`src/rtl/trail_writer.sv`:
```
// -----------------------------------------------------------------------------
// trail_writer
//   Write-side stage of the frame buffer. Each frame it paints the trail block
//   of every live bike into frameRAM as packed 16-bit words, and after reset or
//   on request it sweeps the whole buffer to the background colour.
//   Word format: pixel 2k in [3:0], pixel 2k+1 in [11:8].
//
// Ports
//   Clk            system clock (frame_clk is synchronous to it)
//   Reset          asynchronous active-high reset
//   frame_clk      frame strobe; a rising edge starts one frame's trail writes
//   clear_req      single-cycle request to clear the whole buffer
//   red_x/red_y    red bike pixel position
//   blue_x/blue_y  blue bike pixel position
//   red_alive      paint red trail this frame
//   blue_alive     paint blue trail this frame
//   write_address  frameRAM word address, (x>>1) + y*H_WORDS   (registered)
//   Data_Out       frameRAM write data                         (registered)
//   WE             frameRAM write enable                       (registered)
//   busy           high whenever the writer is not idle        (registered)
//   clear_done     one-cycle pulse alongside the last clear write
// -----------------------------------------------------------------------------
module trail_writer #(
    parameter int         H_WORDS    = 320,
    parameter int         V_LINES    = 480,
    parameter int         TRAIL_W    = 2,
    parameter logic [3:0] BG_COLOR   = 4'h8,
    parameter logic [3:0] RED_COLOR  = 4'h2,
    parameter logic [3:0] BLUE_COLOR = 4'h4
) (
    input  logic        Clk,
    input  logic        Reset,
    input  logic        frame_clk,
    input  logic        clear_req,
    input  logic [9:0]  red_x,
    input  logic [9:0]  red_y,
    input  logic [9:0]  blue_x,
    input  logic [9:0]  blue_y,
    input  logic        red_alive,
    input  logic        blue_alive,
    output logic [18:0] write_address,
    output logic [15:0] Data_Out,
    output logic        WE,
    output logic        busy,
    output logic        clear_done
);

    localparam logic [17:0] CLR_LAST  = 18'(H_WORDS * V_LINES - 1);
    localparam logic [7:0]  ROW_LAST  = 8'(TRAIL_W - 1);
    localparam logic [7:0]  COL_LAST  = 8'(TRAIL_W / 2 - 1);
    localparam logic [10:0] PIX_LIMIT = 11'(2 * H_WORDS);
    localparam logic [10:0] ROW_LIMIT = 11'(V_LINES);

    typedef enum logic [1:0] {
        CLEAR   = 2'd0,
        IDLE    = 2'd1,
        WR_RED  = 2'd2,
        WR_BLUE = 2'd3
    } state_t;

    // Two pixels of the same colour packed into one frameRAM word.
    function automatic logic [15:0] pack_word(input logic [3:0] color);
        return {4'h0, color, 4'h0, color};
    endfunction

    // Row start address: row*320 as (row<<8)+(row<<6), widened to 19 bits first
    // so that no product bits are lost.
    function automatic logic [18:0] row_base(input logic [10:0] row);
        logic [18:0] row19;
        row19 = {8'h00, row};
        return (row19 << 8) + (row19 << 6);
    endfunction

    state_t      state_r, state_nx_s;
    logic [17:0] clr_cnt_r, clr_cnt_nx_s;
    logic [7:0]  row_r, row_nx_s;
    logic [7:0]  col_r, col_nx_s;
    logic        frame_clk_d_r;
    logic        edge_s;
    logic        latch_s;

    logic [9:0]  red_x_r, red_y_r, blue_x_r, blue_y_r;
    logic        blue_alive_r;

    logic [9:0]  bike_x_s, bike_y_s;
    logic [3:0]  bike_color_s;
    logic [10:0] pix_x_s;
    logic [10:0] row_s;
    logic [18:0] word_addr_s;
    logic        in_frame_s;
    logic        last_word_s;

    logic [18:0] addr_r, addr_nx_s;
    logic [15:0] data_r, data_nx_s;
    logic        we_r, we_nx_s;
    logic        busy_r, busy_nx_s;
    logic        done_r, done_nx_s;

    assign write_address = addr_r;
    assign Data_Out      = data_r;
    assign WE            = we_r;
    assign busy          = busy_r;
    assign clear_done    = done_r;

    assign edge_s = frame_clk & ~frame_clk_d_r;

    // Select the bike whose block is being painted.
    always_comb begin
        if (state_r == WR_BLUE) begin
            bike_x_s     = blue_x_r;
            bike_y_s     = blue_y_r;
            bike_color_s = BLUE_COLOR;
        end else begin
            bike_x_s     = red_x_r;
            bike_y_s     = red_y_r;
            bike_color_s = RED_COLOR;
        end
    end

    // Candidate word position inside the trail block; x is forced even so a
    // block always starts on a word boundary.
    always_comb begin
        pix_x_s     = {1'b0, bike_x_s & 10'h3FE} + {2'b00, col_r, 1'b0};
        row_s       = {1'b0, bike_y_s} + {3'b000, row_r};
        word_addr_s = row_base(row_s) + ({8'h00, pix_x_s} >> 1);
        in_frame_s  = (pix_x_s < PIX_LIMIT) && (row_s < ROW_LIMIT);
        last_word_s = (row_r == ROW_LAST) && (col_r == COL_LAST);
    end

    // Next-state and next-output logic.
    always_comb begin
        state_nx_s   = state_r;
        clr_cnt_nx_s = clr_cnt_r;
        row_nx_s     = row_r;
        col_nx_s     = col_r;
        latch_s      = 1'b0;
        we_nx_s      = 1'b0;
        addr_nx_s    = 19'd0;
        data_nx_s    = 16'h0000;
        done_nx_s    = 1'b0;

        if (clear_req) begin
            // Clear overrides everything: write address 0 right away and
            // abandon any trail block in progress.
            state_nx_s   = CLEAR;
            clr_cnt_nx_s = 18'd1;
            row_nx_s     = 8'd0;
            col_nx_s     = 8'd0;
            we_nx_s      = 1'b1;
            addr_nx_s    = 19'd0;
            data_nx_s    = pack_word(BG_COLOR);
        end else begin
            case (state_r)
                CLEAR: begin
                    we_nx_s   = 1'b1;
                    addr_nx_s = {1'b0, clr_cnt_r};
                    data_nx_s = pack_word(BG_COLOR);
                    if (clr_cnt_r == CLR_LAST) begin
                        done_nx_s    = 1'b1;
                        clr_cnt_nx_s = 18'd0;
                        state_nx_s   = IDLE;
                    end else begin
                        clr_cnt_nx_s = clr_cnt_r + 18'd1;
                    end
                end
                IDLE: begin
                    if (edge_s) begin
                        latch_s  = 1'b1;
                        row_nx_s = 8'd0;
                        col_nx_s = 8'd0;
                        if (red_alive) begin
                            state_nx_s = WR_RED;
                        end else if (blue_alive) begin
                            state_nx_s = WR_BLUE;
                        end else begin
                            state_nx_s = IDLE;
                        end
                    end else begin
                        state_nx_s = IDLE;
                    end
                end
                WR_RED, WR_BLUE: begin
                    // Clipped words still use their cycle, just without WE.
                    we_nx_s   = in_frame_s;
                    addr_nx_s = word_addr_s;
                    data_nx_s = pack_word(bike_color_s);
                    if (last_word_s) begin
                        row_nx_s = 8'd0;
                        col_nx_s = 8'd0;
                        if ((state_r == WR_RED) && blue_alive_r) begin
                            state_nx_s = WR_BLUE;
                        end else begin
                            state_nx_s = IDLE;
                        end
                    end else if (col_r == COL_LAST) begin
                        col_nx_s = 8'd0;
                        row_nx_s = row_r + 8'd1;
                    end else begin
                        col_nx_s = col_r + 8'd1;
                    end
                end
                default: begin
                    state_nx_s   = CLEAR;
                    clr_cnt_nx_s = 18'd0;
                    row_nx_s     = 8'd0;
                    col_nx_s     = 8'd0;
                end
            endcase
        end

        // busy covers both the cycle a non-idle state is entered and the
        // cycle carrying that state's final output word.
        busy_nx_s = (state_nx_s != IDLE) || (state_r != IDLE);
    end

    // State, counters and registered outputs.
    always_ff @(posedge Clk or posedge Reset) begin
        if (Reset) begin
            state_r       <= CLEAR;
            clr_cnt_r     <= 18'd0;
            row_r         <= 8'd0;
            col_r         <= 8'd0;
            frame_clk_d_r <= 1'b0;
            addr_r        <= 19'd0;
            data_r        <= 16'h0000;
            we_r          <= 1'b0;
            busy_r        <= 1'b1;
            done_r        <= 1'b0;
        end else begin
            state_r       <= state_nx_s;
            clr_cnt_r     <= clr_cnt_nx_s;
            row_r         <= row_nx_s;
            col_r         <= col_nx_s;
            frame_clk_d_r <= frame_clk;
            addr_r        <= addr_nx_s;
            data_r        <= data_nx_s;
            we_r          <= we_nx_s;
            busy_r        <= busy_nx_s;
            done_r        <= done_nx_s;
        end
    end

    // Bike positions captured at the frame edge so they hold steady while the
    // blocks are painted.
    always_ff @(posedge Clk or posedge Reset) begin
        if (Reset) begin
            red_x_r      <= 10'd0;
            red_y_r      <= 10'd0;
            blue_x_r     <= 10'd0;
            blue_y_r     <= 10'd0;
            blue_alive_r <= 1'b0;
        end else if (latch_s) begin
            red_x_r      <= red_x;
            red_y_r      <= red_y;
            blue_x_r     <= blue_x;
            blue_y_r     <= blue_y;
            blue_alive_r <= blue_alive;
        end else begin
            red_x_r      <= red_x_r;
            red_y_r      <= red_y_r;
            blue_x_r     <= blue_x_r;
            blue_y_r     <= blue_y_r;
            blue_alive_r <= blue_alive_r;
        end
    end

endmodule

```
`config.mk`:
```
export PLATFORM = sky130hd
export DESIGN_NAME = trail_writer
export DESIGN_NICKNAME = d
export VERILOG_FILES = /design/src/rtl/trail_writer.sv
export SDC_FILE = /design/constraint.sdc
export NUM_CORES = 1
export LEC_CHECK = 0
export ABC_AREA = 1
export BUFFER_PORTS_ARGS = -buffer_cell sky130_fd_sc_hd__buf_4
export CAP_MARGIN = 20
export CORE_ASPECT_RATIO = 0.6
export CORE_UTILIZATION = 45
export CTS_BUF_LIST = sky130_fd_sc_hd__clkbuf_16
export CTS_CLUSTER_DIAMETER = 40
export DETAILED_ROUTE_END_ITERATION = 10
export GPL_TIMING_DRIVEN = 0
export PLACE_DENSITY_LB_ADDON = 0.12
export SYNTH_ARGS = -nofsm -noshare
export SYNTH_HDL_FRONTEND = slang
export SYNTH_SLANG_ARGS = --single-unit
```
`constraint.sdc`:
```
create_clock -name Clk -period 10.4 [get_ports Clk]
set_clock_uncertainty 0.05 [all_clocks]
set_input_delay 1.04 -clock Clk [delete_from_list [all_inputs] [get_ports Clk]]
set_output_delay 1.04 -clock Clk [all_outputs]
set_load 0.05 [all_outputs]
```
==> impl_metrics.toml, run 1 <==
[sta]
fin_crit_ps = 4910
maxSlewViolCount = 0
finalHoldViolations = 0
tightest_slew_ps = 547
rsz0062_at_grt = "no"
finalWorstSetupSlack_ps = 5490
setup_viol = 0
fin_crit_sh_pct = 47.2
relSlewSlack_pct = 63.5
finalSetupTns_ps = 0
max_freq_mhz = 204

[power_and_ir_drop]
vdd_drop_max_uv = 58.1
power.density_nw_per_um2 = 104
finalPower_uw = 766
power_leakage_nw = 4.00

[logic_synthesis]
synthCells = 729
synthFlopType = "dfrtp_1"
ys_types = 44
yosys.area.top_type = "dfrtp_1"
ys_seq_area_share_pct = 40.2
synth_area_leaders = "dfrtp_1, ha_1, nand2_1"
syn_area_per_cell_um2 = 8.64
synth_area_um2 = 6300
synth-async-reset-ratio_pct = 100
synth-edff-count = 0
yosys_register_bits = 101
synth_top_area_share_pct = 39.7
ys_warn_count = 0

[clock_network]
h-tree-depth = 3
clkLatencyLatePin_ps = 350
cts_tree = "yes"
cts_setup_buffers = 0
ctsHoldBuffers = 0
cts_max_path_buffers = 2
cts-resized-gates = 0
root_buffer = "clkbuf_16"
clk_pin_slew_ps = 70
cts_made_buffers = 9
clock-sinks = 101

[setup_path]
reg2reg_depth = 23
r2r-end = "write_address[15]"
path_class = "reg2reg"
crit_fanout = 10
r2r_slack_ps = 5490
r2r-start = "state_r[0]"
startpoint_type = "flip-flop"
cp-end-kind = "flip-flop"
worstPathArrival_ps = 5090
crit_required_ps = 10580

[cells_and_area]
diodes = 0
drive_gt1_share_pct = 19.8
layout_common_cells = "nand2_1, dfrtp_1, inv_1"
final_core_util_pct = 54.1
multiInputGateArea_um2 = 3240
nFillCells = 1265
layout_commonest_cell = "nand2_1"
area_growth_pct = 17.5
nNetsFinal = 913
final-seq-area_um2 = 2530
fin_cells = 1017

[placement]
port_buffers = 70
dp_cells = 1001
place_worst_setup_slack_ps = 5540
place.gp.congestion = 0.910
dp_hpwl_um = 11700

[min_path]
min_from = "blue_x_r[1]"
whs_path_depth = 1
worstHoldEndpoint = "blue_x_r[1]"
hold_path_class = "reg2reg"

[grt]
grt_pass1_wl_um = 24900
grt_pass1_vias = 5139
grt-ovfl-total = 0
grt.total_usage_pct = 22.1
antenna_found_initial = 0
grt_max_degree = 63

[route]
met1_length_um = 7700
wl_met2_um = 6160
drt-total-wl_um = 14800
detail_route.iter0.violations = 282
vias = 5145
vias_per_cell = 5.06
dr.pass1.iters = 5
routed.top_layer = "met4"
wl_met3_um = 836
antenna_left = 0
drc = 0
wl_per_cell_um = 14.6

[die]
die_width_um = 155
start_util_pct = 46.1
ios = 84
dieHeight_um = 93.6
core-area_um2 = 13700
rows = 33
dieArea_um2 = 14500

[run]
max_cap_violations = 0

[outcome]
status = "completed"
[worst max-delay path, stage by stage (launching register included)]
cell and delay, ps:
dfrtp_1 470, nand2_2 190, buf_6 190, buf_2 290, mux2_2 390, ha_1 210, fa_1 440, nand3_1 110
nand3_1 120, nand3_1 130, nand2_1 70, nand2_1 60, nand2_1 80, fa_1 540, inv_1 70, fa_1 410
inv_1 100, nand3_1 70, nand2_1 110, a21oi_1 160, o21ai_0 240, a21oi_1 90, o21ai_0 90, nand2_1 70
[cells in the mapped netlist (all sizes together), types with 2 or more instances]
| master | instances |
|---|---|
| buf | 26 |
| fa | 5 |
| nor3 | 5 |
| mux2 | 52 |
| inv | 101 |
| a21boi | 2 |
| a21o | 2 |
| nand2 | 142 |
| nand4 | 12 |
| o32ai | 2 |
| o21ai | 48 |
| o21bai | 3 |
| a21oi | 32 |
| xnor2 | 4 |
| ha | 42 |
| o22ai | 10 |
| nor2 | 65 |
| dfrtp | 100 |
| a31oi | 5 |
| or2 | 5 |
| xor2 | 13 |
| nand3 | 46 |
| o21a | 2 |
[how the worst max path moves through the flow]
| stage | from | endpoint | slack [ps] | cells after the start |
|---|---|---|---|---|
| floorplan | state_r[1] | write_address[15] | 6200 | 24 |
| global placement | Reset | blue_y_r[7] | 5430 | 2 |
| detailed placement | state_r[0] | write_address[15] | 5540 | 23 |
| CTS | state_r[0] | write_address[15] | 5510 | 23 |
| global route | state_r[0] | write_address[15] | 5110 | 23 |
| finish | state_r[0] | write_address[15] | 5490 | 23 |
[state kept, by name, indices dropped and copies added (netlist names)]
signal and cells:
write_address 19, clr_cnt_r 18, blue_y_r 10, red_y_r 10, blue_x_r 9, red_x_r 9, col_r 8, row_r 8
Data_Out 3, state_r 2, WE 1, blue_alive_r 1, busy 1, clear_done 1, frame_clk_d_r 1
[power by group]
group | switching [mW] | internal, mW
Clock | 0.155 | 0.164
Sequential | 0.00162 | 0.395
Combinational | 0.0322 | 0.0191
Total | 0.188 | 0.578
[kinds of logic after synthesis]
kind of cell | after synthesis | synth area share [%]
AOI/OAI and AO/OA | 107 | 9.74
xor gates and xnor gates | 17 | 2.36
adders and majority gates | 47 | 9.94
buffers and inverters | 128 | 8.94
DFF | 101 | 40.2
muxes | 52 | 9.30
other | 1 | 0.0596
and+or+nand+nor | 276 | 19.5
[metal layers]
layer  GRT usage (%)  up-vias
met4            5.28        0
met2            34.0      148
met1            31.8     2420
met5               0        -
met3            4.49       15
li1                -     2562
[cell type report]
cell class	instances	area share, %
Clock buffer	9	3.04
Tap cell	192	3.25
Inverter	102	5.21
Buffer	26	2.43
Timing Repair Buffer	71	7.47
Multi-Input combinational cell	509	43.8
Clock inverter	7	0.659
Sequential cell	101	34.2
[per-stage QoR]
stage | hold slack (ps) | cell area, um2
2_1_floorplan | 409 | 6330
5_1_grt | 461 | 7400
4_1_cts | 445 | 7400
6_report | 437 | 7400
3_3_place_gp | 418 | 7100
3_5_place_dp | 429 | 7130
(Power assumes the default switching activity.)
==> run 2, diff against run 1 <==
==> constraint.sdc (replaced) <==
create_clock -name Clk -period 4.5 [get_ports Clk]
set_clock_uncertainty 0.05 [all_clocks]
set_input_delay 0.45 -clock Clk [delete_from_list [all_inputs] [get_ports Clk]]
set_output_delay 0.45 -clock Clk [all_outputs]
set_load 0.05 [all_outputs]
==> run 2 against run 1 <==
- worst setup slack got worse by 5200 ps
- fmax increased by 15%
- register-to-register slack got worse by 5200 ps
- count of clock-buffer cells in the layout unchanged
- clock power increased by 130%
- critical endpoint is now write_address[14]
- critical path depth unchanged
- cell count increased by 0.49%
- via count about the same
- global-route usage decreased by 0.12 points
- power increased by 130%
- combinational power increased by 130%
==> impl_metrics.toml, run 2 (synthesis results as in run 1) <==
[outcome]
status = "completed"

[sta]
max_freq_mhz = 235
relSlewSlack_pct = 62.8
setup_viol = 0
fin_crit_sh_pct = 94.6
finalHoldViolations = 0
tightest_slew_ps = 558
fin_crit_ps = 4260
rsz0062_at_grt = "yes"
maxSlewViolCount = 0

[min_path]
hold_path_class = "in2async"

[cells_and_area]
diodes = 0
fin_cells = 1022
layout_common_cells = "nand2_1, dfrtp_1, inv_1"
layout_commonest_cell = "nand2_1"
final_area_um2 = 7490
drive_gt1_share_pct = 21.2
nNetsFinal = 918
largest_reg_flops = 19
area_growth_pct = 18.9

[placement]
dp_hpwl_um = 11700
place.gp.congestion = 0.910
port_buffers = 70
dp_cells = 1001
dpl-instance-area_um2 = 7130

[power_and_ir_drop]
finalPower_mw = 1.77
power.density_nw_per_um2 = 237
seqPwrFrac_pct = 51.7
p_sw_uw = 437
combPwrFrac_pct = 6.7
p_int_mw = 1.34
power_leakage_nw = 4.06
sw_frac_of_total_pct = 24.7
vdd_drop_max_uv = 136
power.share.clock_pct = 41.6

[route]
antenna_left = 0
wl_per_cell_um = 14.5
drt-total-wl_um = 14800
vias_per_cell = 5.04
drc = 0
vias = 5148
dr.pass1.iters = 6
detail_route.iter0.violations = 306

[setup_path]
r2r-start = "state_r[1]"
crit_slowest_cell = "fa_1"
cpPeakStageDelay_ps = 530
startpoint_type = "flip-flop"
worstPathArrival_ps = 4400
crit_required_ps = 4640
reg2reg_depth = 23
crit_chain = "buf_6, nand2_4, buf_12, buf_4, mux2_2, ha_1, nand3_1, nand2_1, nand2_1, nand2_1, nand2_1, nand2_1, nand2_1, fa_1, inv_1, ha_1, a21oi_1, nand2_1, a21oi_1, inv_1, or2_2, nand3_1, o21ai_0"
r2r_slack_ps = 240
crit_fanout = 12
r2r-end = "write_address[14]"
path_common_cell = "nand2_1"
path_class = "reg2reg"
cp-end-kind = "flip-flop"

[die]
die_width_um = 155
rows = 33
ios = 84
start_util_pct = 46.1
dieArea_um2 = 14500
core-area_um2 = 13700
dieHeight_um = 93.6

[clock_network]
h-tree-depth = 3
clock-sinks = 101
clkLatencyLatePin_ps = 350
root_buffer = "clkbuf_16"
cts_made_buffers = 9
cts_tree = "yes"
cts_max_path_buffers = 2
clk_pin_slew_ps = 70

[run]
max_cap_violations = 0

[grt]
grt_pass1_vias = 5139
antenna_found_initial = 0
grt.total_usage_pct = 22.0
grt_pass1_wl_um = 24800
grt_max_degree = 63
grt-ovfl-total = 0
==> run 2: layer usage <==
layer	vias up	track usage (%)	share of wire (%)
li1	2572	-	-
met3	16	4.22	5.8
met4	0	5.28	1.0
met1	2417	31.5	51
met2	143	34.2	42
met5	-	0	0
==> run 2: what timing repair did <==
item | in CTS | in global routing
hold buffers | 0 | 0
resized for setup | 4 | 8
cloned | 0 | 0
endpoints found under the setup margin | 8 | 6
setup buffers | 0 | 6
hold endpoints to repair | 0 | 0
pin swaps | 0 | 3
==> run 2: layout make-up <==
cell class	count	area (um2)
sequential	101	2530
inverter	102	385
tap	192	240
buffer	25	184
clock inverter	7	48.8
multi-input combinational	509	3270
clock buffer	9	225
fill	1260	6180
timing repair buffer	77	598
==> run 2: worst max path at each step <==
| stage | start | to | slack (ps) | cells past startpoint |
|---|---|---|---|---|
| 2_1_floorplan | state_r[1] | write_address[15] | 300 | 24 |
| 3_3_place_gp | state_r[1] | write_address[15] | -320 | 24 |
| 3_5_place_dp | state_r[0] | write_address[15] | -360 | 23 |
| 4_1_cts | state_r[1] | write_address[15] | 4 | 23 |
| 5_1_grt | state_r[1] | write_address[15] | -20 | 23 |
| 6_report | state_r[1] | write_address[14] | 240 | 23 |
==> run 2: through the flow <==
stage / util (%) / TNS, ps / hold slack, ps / setup WS [ps]
finish: 54.8 / 0 / 96.5 / 243
global route: 54.8 / -20.5 / 136 / -20.5
global placement: 51.9 / -889 / 418 / -316
CTS: 54.2 / 0 / 112 / 3.68
detailed placement: 52.1 / -1160 / 429 / -362
floorplan: - / 0 / 409 / 300
==> run 2: power by group through the flow <==
stage	combinational, mW	sequential [mW]	clock [mW]
2_1_floorplan	0.0633	0.940	0
5_1_grt	0.130	0.917	0.799
3_5_place_dp	0.120	0.934	0
4_1_cts	0.121	0.916	0.758
6_report	0.118	0.916	0.738
3_3_place_gp	0.115	0.934	0
==> run 2: critical path, delay by kind of cell (launching register included) <==
| family | cells | cell delay [ps] |
|---|---|---|
| AO/OA/AOI/OAI | 3 | 430 |
| adder cells (fa/ha/maj) | 3 | 1150 |
| buffers and inverters | 5 | 560 |
| flip-flops | 1 | 370 |
| multiplexers | 1 | 360 |
| AND/OR/NAND/NOR | 11 | 1180 |
